[src/rtl/jump_control_unit.sv]
// Jump resolution for decode: J/JAL/JR/JALR redirect, link write,
// shadow-cycle kill and a circular return-address stack with profiling counters.
module jump_control_unit #(
    parameter int ADDR_W    = 32,
    parameter int RAS_DEPTH = 4,
    parameter int CNT_W     = 16
) (
    input  logic                         clk,
    input  logic                         rst,
    input  logic                         valid_in,
    input  logic                         stall,
    input  logic [5:0]                   opcode,
    input  logic [1:0]                   alu_op,
    input  logic [5:0]                   fn,
    input  logic [4:0]                   rs_num,
    input  logic [4:0]                   rd_num,
    input  logic [25:0]                  instr_index,
    input  logic [ADDR_W-1:0]            pc_plus4,
    input  logic [ADDR_W-1:0]            rs_value,
    output logic                         jr_control,
    output logic                         redirect_valid,
    output logic [ADDR_W-1:0]            redirect_pc,
    output logic                         link_we,
    output logic [4:0]                   link_reg,
    output logic [ADDR_W-1:0]            link_data,
    output logic [ADDR_W-1:0]            ras_top,
    output logic [$clog2(RAS_DEPTH):0]   ras_count,
    output logic [CNT_W-1:0]             hit_cnt,
    output logic [CNT_W-1:0]             miss_cnt
);

    localparam int PW = $clog2(RAS_DEPTH);
    localparam logic [PW:0] FULL = (PW+1)'(RAS_DEPTH);
    localparam logic [0:0] ST_IDLE   = 1'b0;
    localparam logic [0:0] ST_SHADOW = 1'b1;

    logic [0:0]        state;
    logic [PW-1:0]     ptr;
    logic [ADDR_W-1:0] stack [RAS_DEPTH];

    logic is_r, is_j, is_jal, is_jr, is_jalr, is_jump;
    logic accept, take, push, pop_ra, empty;
    logic [ADDR_W-1:0] target;
    logic [PW-1:0]     ptr_up;

    assign is_r    = (opcode == 6'h00) && (alu_op == 2'b10);
    assign is_j    = (opcode == 6'h02);
    assign is_jal  = (opcode == 6'h03);
    assign is_jr   = is_r && (fn == 6'h08);
    assign is_jalr = is_r && (fn == 6'h09);
    assign is_jump = is_j | is_jal | is_jr | is_jalr;

    assign jr_control = (alu_op == 2'b10) && (fn == 6'h08);

    assign accept = valid_in && !stall && (state == ST_IDLE);
    assign take   = accept && is_jump;
    assign push   = accept && (is_jal || is_jalr);
    assign pop_ra = accept && is_jr && (rs_num == 5'd31);
    assign empty  = (ras_count == '0);
    assign ptr_up = ptr + 1'b1;

    assign ras_top = empty ? '0 : stack[ptr];

    // Region bits above 27 come from the sequential PC; low 28 from the index.
    always_comb begin
        target = rs_value;
        if (is_j || is_jal) begin
            target       = pc_plus4;
            target[27:0] = {instr_index, 2'b00};
        end
    end

    always_ff @(posedge clk or posedge rst) begin
        if (rst) begin
            state          <= ST_IDLE;
            redirect_valid <= 1'b0;
            redirect_pc    <= '0;
            link_we        <= 1'b0;
            link_reg       <= '0;
            link_data      <= '0;
            ptr            <= '0;
            ras_count      <= '0;
            hit_cnt        <= '0;
            miss_cnt       <= '0;
            for (int i = 0; i < RAS_DEPTH; i++) stack[i] <= '0;
        end else begin
            redirect_valid <= take;
            link_we        <= accept && (is_jal || (is_jalr && rd_num != 5'd0));
            if (take) redirect_pc <= target;
            if (push) begin
                link_reg  <= is_jal ? 5'd31 : rd_num;
                link_data <= pc_plus4;
            end

            case (state)
                ST_IDLE:   if (take) state <= ST_SHADOW;
                ST_SHADOW: if (!stall) state <= ST_IDLE;
                default:   state <= ST_IDLE;
            endcase

            // Full stack: the oldest slot is the one after top, so it is overwritten.
            if (push) begin
                stack[ptr_up] <= pc_plus4;
                ptr           <= ptr_up;
                if (ras_count != FULL) ras_count <= ras_count + 1'b1;
            end else if (pop_ra) begin
                if (!empty) begin
                    ptr       <= ptr - 1'b1;
                    ras_count <= ras_count - 1'b1;
                end
                if (!empty && ras_top == rs_value) begin
                    if (hit_cnt != '1) hit_cnt <= hit_cnt + 1'b1;
                end else begin
                    if (miss_cnt != '1) miss_cnt <= miss_cnt + 1'b1;
                end
            end
        end
    end

endmodule

[config.mk]
export PLATFORM = sky130hd
export DESIGN_NAME = jump_control_unit
export DESIGN_NICKNAME = d
export VERILOG_FILES = /design/src/rtl/jump_control_unit.sv
export SDC_FILE = /design/constraint.sdc
export NUM_CORES = 1
export LEC_CHECK = 0
export ABC_AREA = 1
export BUFFER_PORTS_ARGS = -buffer_cell sky130_fd_sc_hd__clkbuf_2
export CORE_ASPECT_RATIO = 1.1
export CORE_MARGIN = 2
export CORE_UTILIZATION = 43
export CTS_BUF_LIST = sky130_fd_sc_hd__clkbuf_4 sky130_fd_sc_hd__clkbuf_8 sky130_fd_sc_hd__clkbuf_16
export DETAILED_ROUTE_END_ITERATION = 10
export GPL_TIMING_DRIVEN = 0
export PLACE_DENSITY = 0.68
export SETUP_SLACK_MARGIN = 0.5
export SLEW_MARGIN = 20
export SYNTH_ARGS = -nofsm -noshare
export SYNTH_HDL_FRONTEND = slang
export SYNTH_SLANG_ARGS = --single-unit
export TNS_END_PERCENT = 5
[constraint.sdc]
create_clock -name clk -period 7.8 [get_ports clk]
set_input_delay 0.78 -clock clk [delete_from_list [all_inputs] [get_ports clk]]
set_output_delay 0.78 -clock clk [all_outputs]
set_load 0.02 [all_outputs]
* Yosys cells after proc, flatten, opt, wreduce, memory -nomap -nowiden *
Index checks and enable logic that the tools add are counted.

word-level totals
  word-level logic and storage cells = 89
  output and inout bits = 139
  bits in registers = 237
  input bits = 118

operators by class
  bitwise logic cells = 8
  equality and inequality tests = 12
  muxes and demuxes = 19
  $add $sub $neg = 6
  reductions and logical operators = 27
  magnitude comparators = 3

operator list
  kind                                                count
  2-to-1 mux 32 bit                                   5
  bitwise mux 128 bit                                 1
  binary-select mux 32 bit (select 2 bit)             1
  demux 32 bit (select 2 bit)                         1
  adder 16 x 1 -> 16 bit, second input constant       2
  == test 32 bit                                      1
  != test 16 bit, second input constant               2
  logical AND 1 bit                                   14
  == test 6 x 2 -> 1 bit, second input constant       2
  == test 6 x 4 -> 1 bit, second input constant       2
  2-to-1 mux 3 bit                                    4
  AND reduction 4 bit                                 2
  >= comparator 3 bit, second input constant          2
  logical NOT 6 bit                                   1
  2-to-1 mux 2 bit                                    3
  NOT 2 -> 3 bit                                      2
  == test 5 bit, second input constant                1
  2-to-1 mux 5 bit                                    1
  nonzero test 5 bit                                  1
  adder 3 x 1 -> 3 bit, second input constant         1
  logical NOT 3 bit                                   1
  logical OR 1 bit                                    3
  < comparator 3 x 1 -> 1 bit, second input constant  1
  != test 3 bit, second input constant                1
  other kinds (14)                                    20

* Depth between registers and ports, before layout *
  word-level depth = 9
  depth in mapped cells = 20
  depth with buffers taken out = 18

* Worst setup path after synthesis *
OpenSTA, ideal clock, no wires.

  path kind = in2reg
  from = input port opcode[3]
  to = register ras_count[2]
  setup time = 0.132 ns
  required time = 7.668 ns
  path slack = 5.091 ns
  arrival = 2.577 ns
  buffers on the path = 2
  stages on the path = 12
  cells stage by stage = nor2_1 > nand2_1 > nor2_1 > nand2_1 > nand2_1 > nand2_1 > clkbuf_1 > buf_1 > fa_1 > xnor2_1 > nor2_1 > xor2_1

between the ends
  longest elaborated chain between the ends = 7
  elaborated cells on any way between the ends = 14
  classes of those cells = eq/ne: 3; mux: 1; reduce/logical: 10

RTL lines
  what                                                      line    source
  from (decl)                                               12      input logic [5:0] opcode,
  logical NOT 6 bit                                         46      assign is_r = (opcode == 6'h00) && (alu_op == 2'b10);
  logical AND 1 bit                                         46
  logical AND 1 bit (on tied branches)                      50, 49
  logical OR 1 bit or logical AND 1 bit (tied branches)     57, 58
  logical AND 1 bit (on tied branches)                      57, 58
  != test 2 x 1 -> 1 bit (no line) (tied with other cells)  n/a
  AND reduction 3 bit (no line)                             n/a
  to (signal assigned)                                      105     if (ras_count != FULL) ras_count <= ras_count + 1'b1;
  to (signal assigned)                                      109     ras_count <= ras_count - 1'b1;
  to (decl)                                                 27      output logic [$clog2(RAS_DEPTH):0] ras_count,

Parallel ways exist; a longest one is shown, timed or not.
A chain may end at the register's enable or synchronous reset.

* Worst setup path in the final report *
  from = input port opcode[5]
  to = register ras_count[2]

Same word-level chain as after synthesis.

==> impl_metrics.ini <==
[run_status]
outcome = finished, final reports clean

[cells_and_area]
largest_reg_flops = 128
fin_area_sq_um = 15200
fillCellCount = 2766
top_register = stack
num_antenna_cells = 0
layout.nets = 2115
area_delta_synth_final_pct = 22.8
reg_top3 = stack (128), link_data (32), redirect_pc (32)
drive_gt1_frac = 0.179

[global_routing]
gr-usage-met1 = 0.355
grt_pass1_wl_mm = 65.4
grt.total_usage = 0.272
grt_use_met3 = 0.0427
grt_overflow_total = 0
grt.busiest_layer = met2
grt_pass1_vias = 11800
use_met2 = 0.461
antenna_found_initial = 0
grt_max_degree = 107

[cts]
holdBufCountCts = 0
postCtsSetupRepairBufs = 0
cts_buffers = 27
post_cts_resized = 0
clock-root-buffer = clkbuf_16
clkTransAtPathRegs_ps = 60
cts.path.max_buffers = 3
cts.sinks = 237
cts_tree = yes
clk_latency_ps = 550
cts_max_level = 1

[timing]
setup_violations = 0
finalCritPeriodShare = 0.431
setup_tns_ps = 0
hold_viol = 0
holdWs_ps = 250
fin_skew_ps = 17.2
min_period_ps = 3370
fmax_mhz = 297
setup_ws_ps = 4430
drv_slew = 0
relSlewSlack = 0.470
rsz0062_at_grt = false
worst_pin_slew_ps = 795

[worst_setup_path]
end_kind = register
path_max_fanout = 10
cp_common_cell = nand2_1
cp.required_ps = 8260
critPathBufInv = 3
crit_chain = clkbuf_2 > nor2_1 > nand2_1 > nor2_1 > nand2_1 > nand2_1 > nand2_1 > clkbuf_1 > buf_1 > fa_1 > xnor2_1 > nor2_1 > xor2_1
critPathLaunchType = input port
max_stage_delay_ps = 450
path_delay_family = simple AND/OR/NAND/NOR gates
critical_path_class = in -> reg
arrival_ps = 3830
crit_slowest_cell = fa_1

[synth]
yosys.area.top_type = dfrtp_1
synth.avg_cell_area_sq_um = 7.26
syn_inst = 1703
synthTopCellsByArea = dfrtp_1 48%, nand2_1 19%, inv_1 7.9%
seq_area_frac_synth = 0.479
ys_seq_elements = 237
ys_warn_count = 0
synth_fp_nets = 1828
synth_cell_types = 35
syn_area_sq_um = 12400
yosysTopAreaCellShare = 0.479

[drt]
drtIter0Drc = 1155
wl_per_cell_um = 17.6
drt_wl_total_mm = 41.9
ant_nets = 0
dr_total_vias = 12400
drt-pass1-iter-count = 5
drc_errors = 0
viasPerCell = 5.20

[placed_design]
place.port_buffers = 256
routabilityCongestion = 0.909
pre_cts_ws_ps = 3850
post_dp_cell_area_sq_um = 14200
place_hpwl_mm = 30.5

[die]
die-area_sq_um = 30100
ioPinCount = 257
die_height_um = 182
core_area_sq_um = 28500
start_util = 0.435
die_x_um = 166
rows = 65

[pwr]
p_leak_nw = 8.29
p_total_mw = 3.42
ir_drop_uv = 133
power_density_nw_per_um2 = 225

[run]
drv_cap = 0

[hold_path]
hp-class = in -> async
==> final timing paths <==
kind | start | to | slack, ps | cells past startpoint
worst max register to register | state$_DFF_PP0_ | ras_count[1]$_DFFE_PP0P_ | 5030 | 9
min in group clk | instr_index[13] | redirect_pc[15]$_DFFE_PP0P_ | 470 | 3
max in group asynchronous | rst | stack[7]$_DFFE_PP0P_ | 6630 | 3
worst max-delay path | opcode[5] | ras_count[2]$_DFFE_PP0P_ | 4430 | 13
worst min-delay path | rst | redirect_pc[14]$_DFFE_PP0P_ | 250 | 2
worst min register to register | link_reg[1]$_DFFE_PP0P_ | link_reg[1]$_DFFE_PP0P_ | 480 | 2
==> layer usage <==
layer	up-vias	part of all wire	routed length [um]
li1	5872	-	-
met1	5888	0.42	17500
met2	504	0.48	20100
met3	98	0.068	2870
met4	0	0.037	1550
met5	-	0	0
==> layout make-up <==
cell class	count	area, sq um	area share
Multi-Input combinational cell	1121	5010	0.330
Timing Repair Buffer	258	1340	0.0880
Clock inverter	15	259	0.0171
Clock buffer	35	754	0.0497
Inverter	263	1000	0.0660
Tap cell	368	460	0.0303
Buffer	82	439	0.0289
Sequential cell	237	5930	0.390
==> cells in the mapped netlist (all sizes together) <==
cell type and instances:
nand2 617, inv 262, dfrtp 237, o21ai 176
nand3 122, nor2 93, clkbuf 49, buf 33
nand4 32, a31oi 31, nand3b 14, nor3 10
ha 6, nor4 6, xor2 5, xnor2 3
or2 2, a21oi 1, and3 1, clkinv 1
fa 1, o31ai 1
==> cell usage in the layout, fill, tap and decap left out, drive strengths merged <==
master      n
fa          1
buf        35
nor4        6
xor2        5
nor3       10
nand2     617
clkinvlp    2
or2         2
nand4      32
o31ai       1
nand3b     14
nand3     122
inv       263
dfrtp     237
clkinv      6
nor2       93
bufinv      7
a21oi       1
clkbuf    340
ha          6
a31oi      31
xnor2       3
o21ai     176
and3        1
==> logic make-up after synthesis <==
family | Yosys count | share of synthesized area
xor+xnor | 8 | 0.00566
flops | 237 | 0.479
simple gates | 897 | 0.303
compound gates | 209 | 0.0879
buf+inv | 345 | 0.116
fa+ha+maj | 7 | 0.00769
==> through the flow <==
step,instances,util
2_1_floorplan,1703,-
3_3_place_gp,2327,0.496
3_5_place_dp,2329,0.498
4_1_cts,2379,0.534
5_1_grt,2379,0.534
6_report,2379,0.534
==> power by group <==
part | internal, mW | switching, mW | leakage (nW)
sequential | 1.30 | 0.0397 | 3.20
clock | 0.913 | 0.543 | 0.501
combinational | 0.192 | 0.438 | 4.59
(Power assumes the default switching activity.)
